===== src/rtl/timer_bank.sv =====
// timer_bank: a bank of independent centisecond timers sharing one prescaler.
// Each channel runs either as a countdown alarm or as an up-counting stopwatch.
// Optional lap FIFO for SPLIT captures is enabled by defining TIMER_LAP_FIFO_EN.
// Without that macro, SPLIT and CLR_OVF do nothing and the lap port is tied to 0.

package timer_bank_pkg;
    localparam logic [2:0] OP_NOP     = 3'd0;
    localparam logic [2:0] OP_LOAD    = 3'd1;
    localparam logic [2:0] OP_STSP    = 3'd2;
    localparam logic [2:0] OP_SPLIT   = 3'd3;
    localparam logic [2:0] OP_CLEAR   = 3'd4;
    localparam logic [2:0] OP_ACK     = 3'd5;
    localparam logic [2:0] OP_MODE    = 3'd6;
    localparam logic [2:0] OP_CLR_OVF = 3'd7;
endpackage

// Per-channel timer. The hit input means "a command targets this channel
// this cycle". A hit always wins over the tick, so the tick is lost.
module timer_chan
    import timer_bank_pkg::*;
#(
    parameter int COUNT_W = 32
) (
    input  logic               clockSignal,
    input  logic               resetN,
    input  logic               tick,
    input  logic               hit,
    input  logic [2:0]         op,
    input  logic [COUNT_W-1:0] data,
    output logic [COUNT_W-1:0] count,
    output logic               running,
    output logic               mode,
    output logic               alarm
);
    localparam logic [COUNT_W-1:0] ALL1 = '1;

    // A stopped timer that sits at its terminal value cannot be restarted.
    logic stuck;
    assign stuck = !running && (mode ? (count == ALL1) : (count == '0));

    // Command handling, with the tick-driven count update as the fallback.
    always_ff @(posedge clockSignal or negedge resetN) begin
        if (!resetN) begin
            count   <= '0;
            running <= 1'b0;
            mode    <= 1'b0;
            alarm   <= 1'b0;
        end else if (hit) begin
            case (op)
                OP_LOAD:  count <= data;
                OP_STSP:  if (!stuck) running <= !running;
                OP_CLEAR: begin
                    count   <= '0;
                    running <= 1'b0;
                    alarm   <= 1'b0;
                end
                OP_ACK:   alarm <= 1'b0;
                OP_MODE:  begin
                    mode    <= data[0];
                    running <= 1'b0;
                end
                default:  ;
            endcase
        end else if (tick && running) begin
            if (mode) begin
                // A stopwatch saturates at all-ones. It never wraps.
                if (count == ALL1) begin
                    running <= 1'b0;
                    alarm   <= 1'b1;
                end else begin
                    count <= count + 1'b1;
                end
            end else begin
                // A countdown that was loaded with 0 while running stops the
                // same way as a 1->0 transition. It does not wrap to all-ones.
                if (count == '0 || count == COUNT_W'(1)) begin
                    count   <= '0;
                    running <= 1'b0;
                    alarm   <= 1'b1;
                end else begin
                    count <= count - 1'b1;
                end
            end
        end
    end
endmodule

module timer_bank
    import timer_bank_pkg::*;
#(
    parameter int CHANNELS  = 4,
    parameter int COUNT_W   = 32,
    parameter int TICK_DIV  = 1000,
    parameter int LAP_DEPTH = 8,
    localparam int CW = (CHANNELS > 1) ? $clog2(CHANNELS) : 1
) (
    input  logic                          clockSignal,
    input  logic                          resetN,
    input  logic                          cmdValid,
    input  logic [CW-1:0]                 cmdChannel,
    input  logic [2:0]                    cmdOp,
    input  logic [COUNT_W-1:0]            cmdData,
    output logic [CHANNELS*COUNT_W-1:0]   countOut,
    output logic [CHANNELS-1:0]           running,
    output logic [CHANNELS-1:0]           modeOut,
    output logic [CHANNELS-1:0]           alarm,
    output logic                          lapValid,
    input  logic                          lapReady,
    output logic [CW-1:0]                 lapChannel,
    output logic [COUNT_W-1:0]            lapData,
    output logic                          lapOverflow
);
    localparam int PW = (TICK_DIV > 2) ? $clog2(TICK_DIV) : 1;

    logic [PW-1:0]                    presc;
    logic                             tick;
    logic [CHANNELS-1:0][COUNT_W-1:0] cnt;

    assign tick     = (presc == PW'(TICK_DIV - 1));
    assign countOut = cnt;

    // Free-running prescaler. Commands never stop it.
    always_ff @(posedge clockSignal or negedge resetN) begin
        if (!resetN)   presc <= '0;
        else if (tick) presc <= '0;
        else           presc <= presc + 1'b1;
    end

    for (genvar i = 0; i < CHANNELS; i++) begin : g_chan
        timer_chan #(.COUNT_W(COUNT_W)) u_chan (
            .clockSignal (clockSignal),
            .resetN      (resetN),
            .tick        (tick),
            .hit         (cmdValid && (cmdChannel == CW'(i))),
            .op          (cmdOp),
            .data        (cmdData),
            .count       (cnt[i]),
            .running     (running[i]),
            .mode        (modeOut[i]),
            .alarm       (alarm[i])
        );
    end

`ifdef TIMER_LAP_FIFO_EN
    localparam int AW = $clog2(LAP_DEPTH);

    logic [LAP_DEPTH-1:0][CW+COUNT_W-1:0] mem;
    logic [AW:0]                          wrPtr, rdPtr;
    logic                                 inRange, full, push, pop, ovf;

    if (CHANNELS == (1 << CW)) begin : g_rng_full
        assign inRange = 1'b1;
    end else begin : g_rng_cmp
        assign inRange = (cmdChannel < CW'(CHANNELS));
    end

    assign full        = (wrPtr[AW] != rdPtr[AW]) && (wrPtr[AW-1:0] == rdPtr[AW-1:0]);
    assign lapValid    = (wrPtr != rdPtr);
    assign pop         = lapValid && lapReady;
    assign push        = cmdValid && (cmdOp == OP_SPLIT) && inRange;
    assign lapOverflow = ovf;
    // Output the head only while it is valid, so an empty FIFO reads as zero.
    assign {lapChannel, lapData} = lapValid ? mem[rdPtr[AW-1:0]] : '0;

    // Lap FIFO. A push into a full FIFO is kept when the head pops in the same cycle.
    always_ff @(posedge clockSignal or negedge resetN) begin
        if (!resetN) begin
            mem   <= '0;
            wrPtr <= '0;
            rdPtr <= '0;
            ovf   <= 1'b0;
        end else begin
            if (pop) rdPtr <= rdPtr + 1'b1;
            if (push) begin
                if (!full || pop) begin
                    mem[wrPtr[AW-1:0]] <= {cmdChannel, cnt[cmdChannel]};
                    wrPtr              <= wrPtr + 1'b1;
                end else begin
                    ovf <= 1'b1;
                end
            end
            // CLR_OVF does not look at cmdChannel.
            if (cmdValid && (cmdOp == OP_CLR_OVF)) ovf <= 1'b0;
        end
    end
`else
    logic unused;
    assign unused      = &{1'b0, lapReady};
    assign lapValid    = 1'b0;
    assign lapChannel  = '0;
    assign lapData     = '0;
    assign lapOverflow = 1'b0;
`endif
endmodule


===== config.mk =====
export PLATFORM = sky130hd
export DESIGN_NAME = timer_bank
export DESIGN_NICKNAME = d
export VERILOG_FILES = /design/src/rtl/timer_bank.sv
export SDC_FILE = /design/constraint.sdc
export NUM_CORES = 1
export LEC_CHECK = 0
export CAP_MARGIN = 25
export CORE_MARGIN = 3
export CORE_UTILIZATION = 54
export CTS_CLUSTER_DIAMETER = 150
export DETAILED_ROUTE_END_ITERATION = 6
export PLACE_DENSITY = 0.8
export SETUP_SLACK_MARGIN = 0.2
export SYNTH_ARGS = -nofsm -noshare
export SYNTH_HDL_FRONTEND = slang
export SYNTH_SLANG_ARGS = --single-unit

===== constraint.sdc =====
create_clock -name clockSignal -period 3.1 [get_ports clockSignal]
set_input_delay 0.465 -clock clockSignal [delete_from_list [all_inputs] [get_ports clockSignal]]
set_output_delay 0.465 -clock clockSignal [all_outputs]
set_load 0.005 [all_outputs]

; Yosys cells after proc, flatten, opt, wreduce, memory -nomap -nowiden
; Index checks and enable logic that the tools add are counted.
[totals]
register_bits = 150
output_inout_bits = 176
word_cells = 193
[op_classes]
n_addsub = 9
eq_ne = 41
mux = 75
reduce_logical = 51
[op_table]
columns = op, count
row1 = 32-bit 2-to-1 mux, 20
row2 = 32-bit by 1-bit adder with 32-bit output (second input constant), 4
row3 = 32-bit by 1-bit equality test with 1-bit output (second input constant), 4
row4 = 32-bit equality test (second input constant), 4
row5 = 32-bit zero test, 4
row6 = 32-bit by 1-bit subtractor with 32-bit output (second input constant), 4
row7 = 32-bit one-hot mux with 2 select lines, 1
row8 = 1-bit 2-to-1 mux, 49
row9 = 3-bit != test (second input constant), 12
row10 = 3-bit by 2-bit != test with 1-bit output (second input constant), 8
row11 = 5-bit AND reduction, 4
row12 = 4-bit AND reduction, 4
row13 = 1-bit logical AND, 12
row14 = 3-bit AND reduction, 4
row15 = 3-bit nonzero test, 4
row16 = 10-bit by 1-bit adder with 10-bit output (second input constant), 1
row17 = 10-bit equality test (second input constant), 1
row18 = 10-bit 2-to-1 mux, 1
row19 = 3-bit equality test (second input constant), 3
row20 = 2-bit != test (second input constant), 4
row21 = 1-bit one-hot mux with 2 select lines, 4
row22 = 2-bit AND reduction, 4
row23 = 2-bit nonzero test, 4
row24 = 2-bit equality test (second input constant), 2
row25 = 7 further kinds, 14

; Depth between registers and ports, before layout
[depth]
depth_word = 6
ltp_mapped = 11
depth_no_buf = 8

; Hierarchy
; Synthesis repeated with hierarchy kept, for this count alone.
[hier_totals]
hier_cells = 1852
hier_area_um2 = 14274.9
[by_module_without_submodules]
columns = mod, instances, cells_per_inst, area_per_inst_um2
row1 = timer_chan at g_chan[0].u_chan ..., 3, 435, 3342.0
row2 = timer_chan at g_chan[3].u_chan, 1, 462, 3462.1
row3 = timer_bank, 1, 85, 787.0

; Worst setup path after synthesis
; Ideal clock, no wire load.
[synth_timing]
path_kind = register -> register
from = register g_chan[3].u_chan.count[13]
to = register g_chan[3].u_chan.count[15]
t_arrival_ns = 2.747
setup_slack_ns = 0.232
stages_incl_launch_ff = 12
n_path_buf = 5
path_cell_list = dfrtp_1 buf_6 or4_1 buf_2 or3_1 buf_2 or4_4 buf_6 nand2_8 buf_8 o21ai_2 a22o_1
[synth_between]
elab_chain_len = 6
elab_cells_between_ends = 13
classes_between = add/sub: 2 / eq/ne: 3 / mux: 5 / reduce/logical: 3
[synth_rtl]
columns = element, line
row1 = start: declaration, 30  ; output logic [COUNT_W-1:0] count,
row2 = start signal: assignment, 50  ; OP_LOAD: count <= data;
row3 = start signal: assignment, 71  ; count <= count + 1'b1;
row4 = start signal: assignment, 81  ; count <= count - 1'b1;
row5 = branches (longest 6 deep; another with 32-bit by 1-bit subtractor with 32-bit output), -
; Parallel ways; which one is timed is not known. The select of a mux whose other input is x is not followed.
; A chain may end at the register's enable or synchronous reset.

; Worst setup path after layout
[layout_timing]
from = register g_chan[3].u_chan.count[15]
to = register g_chan[3].u_chan.count[28]
; Same word-level chain as after synthesis.

==> metrics.md <==
| Metric | Value |
|---|---|
| Final hold viol count | `0` |
| Met1 wire length | `22.58 mm` |
| LEAKAGE | `6.637 nW` |
| Reg-to-Reg End | `g_chan[3].u_chan.count[28]` |
| Wire length on met2 | `25.80 mm` |
| Crit path DAT | `3150 ps` |
| Reg2reg setup slack | `280 ps` |
| Clock Pin Slew Worst Setup and Hold Paths | `80 ps` |
| Worst hold path type | `input pin to async pin` |
| Total number of vias | `17,200` |
| # DRC | `0` |
| Max Fclk | `354.8 MHz` |
| Simple-gate share of the synthesized area | `30.46%` |
| Post-synthesis mux area share | `0.3654%` |
| Routed length on met3 | `7.763 mm` |
| Largest family of logic cells by synthesized area | `simple AND/OR/NAND/NOR gates` |
| Fraction of registers with async set/reset | `100.0%` |
| Root buffer cell | `clkbuf_16` |
| Synthesized area | `14,040 sq um` |
| RSZ-0062 raised after global routing | `true` |
| Syn_area_per_cell | `7.428 sq um` |
| Count of different cell masters after synthesis | `92` |
| Worst slew margin | `25.29%` |
| VDD IR max | `0.4060 mV` |
| Top_reg_cell synth | `dfrtp_1` |
| First-pass DRT Iterations | `6` |
| Final wirelength | `60.03 mm` |
| Std cell rows | `58` |
| Required @ worst endpoint | `3430 ps` |
| Slew Viols, Final | `0` |
| Register area share after synthesis | `26.74%` |
| WHS | `37.33 ps` |
| EDFF count, synth | `0` |
| Reg2reg path depth | `7` |
| Share of the synthesized area in the top cell type | `26.74%` |
| Pin count of the biggest net entering global routing | `66` |
| Antenna Cells | `0` |
| Clock buffer depth | `2` |
| Critical Path Sink Type | `flop` |
| Leading area contributor after synthesis | `dfrtp_1` |
| Post-synthesis compound-gate area fraction | `26.48%` |
| Final period util | `90.92%` |
| Detail Route Antenna Nets | `0` |
| Vias/cell | `7.142` |
| RD Place Congestion | `0.9714` |
| Initial DRC count | `2,454` |
| Syn. warnings | `0` |
| GRT overflow | `0` |
| Wire length per cell | `24.92 microns` |
| Clock sink total | `150` |
| Area Overhead vs Synth | `23.59%` |
| Die Y | `167.2 microns` |
| Num ports | `217` |
| Critical R2R Launch | `g_chan[3].u_chan.count[15]` |
| Net count, final | `2,120` |
| Synth Register Bits | `150` |
| Fraction of the mapped netlist area in adder cells | `1.159%` |
| Worst-margin pin slew | `1117 ps` |
| Tmin final | `2819 ps` |
| GRT Total Usage | `41.10%` |
| Ranking of synthesized cells by area | `dfrtp_1, o21ai_0, nand2_1` |
| DIE WIDTH | `167.2 microns` |
| Top Metal Used | `met5` |
| Post-CTS setup buffers | `0` |
| Buffers added on ports | `179` |
| TritonCTS clock tree | `built` |
| Power per Cell Area | `607.2 nW/um^2` |
| CP max FO | `6` |
| Max-cap viol count | `0` |
| Initial antenna violation count | `2` |
| Vias in the first global route | `15,830` |
| HPWL after DPL | `42.75 mm` |
| Initial Utilization | `55.27%` |
| Finish-stage setup viols | `0` |
| Cell count after synthesis | `1,890` |
| Post-synthesis xor/xnor area fraction | `6.114%` |
| Worst Clk Skew | `21.34 ps` |
| H-Tree Depth | `4` |
| Status | `finished, final reports clean` |
| Setup TNS | `0 ps` |
| Clk Latency, worst-skew pair | `440 ps` |
| Number of fill cells | `2,212` |
| Die area | `27,970 sq um` |
| CP Launch Type | `flop` |
| Core ar. | `25,400 sq um` |
| First-pass GRT wire length | `92.28 mm` |
| Num CTS Buffers | `17` |
| Kind of critical path | `flop to flop` |
| Layout cell share with drive strength beyond 1 | `11.40%` |
## critical path: stages (launching register included)
cell and delay, ps:
dfrtp_1 430, or4_1 540, buf_4 190, or3_1 440
nor4_1 400, nand2_1 170, a221o_1 320, a22o_1 220
## synth_stat cells (5+ instances only)
library cell / instances
nand2_1: 164
o2bb2ai_1: 19
a221o_1: 7
a32oi_1: 11
o221ai_1: 20
nor3_1: 102
nand4_1: 58
and4_1: 19
o22ai_1: 27
nor3b_1: 8
nand3_1: 105
a22o_1: 35
o211ai_1: 18
or2_2: 5
o32ai_1: 5
o311ai_0: 5
nand2b_1: 11
ha_1: 13
a21oi_1: 90
and2_1: 15
xor2_1: 49
a21o_1: 5
a22oi_1: 5
nand4b_1: 5
nor2_1: 150
o21ai_0: 131
buf_2: 19
buf_4: 48
inv_1: 32
dfrtp_1: 150
o21a_1: 5
clkbuf_1: 156
a31oi_1: 30
o41ai_1: 9
and3_1: 36
o31a_1: 5
xnor2_1: 49
nor2b_1: 6
o31ai_1: 28
a211oi_1: 19
or4_1: 27
nor4_1: 56
or3_1: 30
a221oi_1: 13
## timing repair
| action | CTS | global route |
|---|---|---|
| endpoints found under the hold margin | 0 | 0 |
| hold buffers | 0 | 0 |
| resized for setup | 0 | 4 |
| endpoints found under the setup margin | 0 | 17 |
## stage by stage
step	power, mW	area, sq um	std cells	utilization [%]	setup slack, ps
global route	11.05	17350	2409	68.31	191.3
detailed placement	8.095	16720	2377	65.83	76.96
CTS	10.34	17330	2409	68.22	236.4
global placement	7.999	16710	2376	65.78	128.5
finish	10.54	17350	2409	68.31	281.5
floorplan	5.765	14170	1925	-	232.3
## layout make-up
class                   instances  area [sq um]  area share [%]
multi-input cells            1513          9264           53.39
flip-flops and latches        150          3754           21.63
repair buffers                351          3188           18.37
clock buffers                  17         425.4           2.452
well taps                     330         412.9           2.380
clock inverters                15         182.7           1.053
inverters                      33         123.9          0.7139
## cell usage in the layout (no fill, tap or decap), types with 6 or more instances in the layout
cell type | Yosys | final
a211oi_1 | 19 | 19
a21oi_1 | 90 | 88
a221o_1 | 7 | 7
a221oi_1 | 13 | 13
a22o_1 | 35 | 35
a31oi_1 | 30 | 30
a32oi_1 | 11 | 11
and2_1 | 15 | 15
and3_1 | 36 | 36
and4_1 | 19 | 19
buf_12 | 0 | 8
buf_4 | 48 | 163
clkbuf_16 | 0 | 17
clkdlybuf4s50_1 | 0 | 178
conb_1 | 1 | 36
dfrtp_1 | 150 | 150
ha_1 | 13 | 13
inv_1 | 32 | 32
inv_6 | 0 | 6
nand2_1 | 164 | 164
nand2b_1 | 11 | 11
nand3_1 | 105 | 105
nand4_1 | 58 | 58
nor2_1 | 150 | 149
nor2b_1 | 6 | 6
nor3_1 | 102 | 101
nor3b_1 | 8 | 7
nor4_1 | 56 | 54
o211ai_1 | 18 | 18
o21ai_0 | 131 | 128
o221ai_1 | 20 | 20
o22ai_1 | 27 | 27
o2bb2ai_1 | 19 | 19
o31ai_1 | 28 | 28
o41ai_1 | 9 | 9
or3_1 | 30 | 29
or4_1 | 27 | 27
xnor2_1 | 49 | 49
xor2_1 | 49 | 49
## state kept, by name, indices dropped and copies added (netlist names)
name and count:
g_chan.u_chan.mode 4, g_chan.u_chan.running 4, g_chan.u_chan.alarm 4, presc 10, g_chan.u_chan.count 128
## where the power goes
part | internal, mW | total (mW) | leakage (nW) | switching, mW
logic | 2.29 | 5.23 | 4.42 | 2.94
registers | 2.33 | 3.05 | 1.93 | 0.715
clock network | 1.22 | 2.26 | 0.288 | 1.04
## worst max path at each step
| stage | from | endpoint | slack, ps | cells after the start |
|---|---|---|---|---|
| global placement | cmdOp[2] | g_chan[0].u_chan.count[23] | 130 | 8 |
| floorplan | g_chan[3].u_chan.count[13] | g_chan[3].u_chan.count[15] | 230 | 11 |
| detailed placement | cmdOp[2] | g_chan[0].u_chan.count[23] | 80 | 8 |
| finish | g_chan[3].u_chan.count[15] | g_chan[3].u_chan.count[28] | 280 | 7 |
| CTS | g_chan[0].u_chan.count[18] | g_chan[0].u_chan.count[26] | 240 | 7 |
| global route | g_chan[3].u_chan.count[3] | g_chan[3].u_chan.count[11] | 190 | 6 |
## cells by family (layout without fill, tap and decap cells)
logic type,count (synthesis),in the layout
buf+inv,262,416
mux,5,5
fa+ha+maj,13,13
xor+xnor,98,98
compound gates,541,541
simple gates,820,820
flops,150,150
other cells,1,36
## layer usage
layer,track usage [%],vias up
li1,-,7434
met1,54.89,8109
met2,61.75,1372
met3,9.797,285
met4,22.23,4
met5,0,-
(Power assumes the default switching activity.)
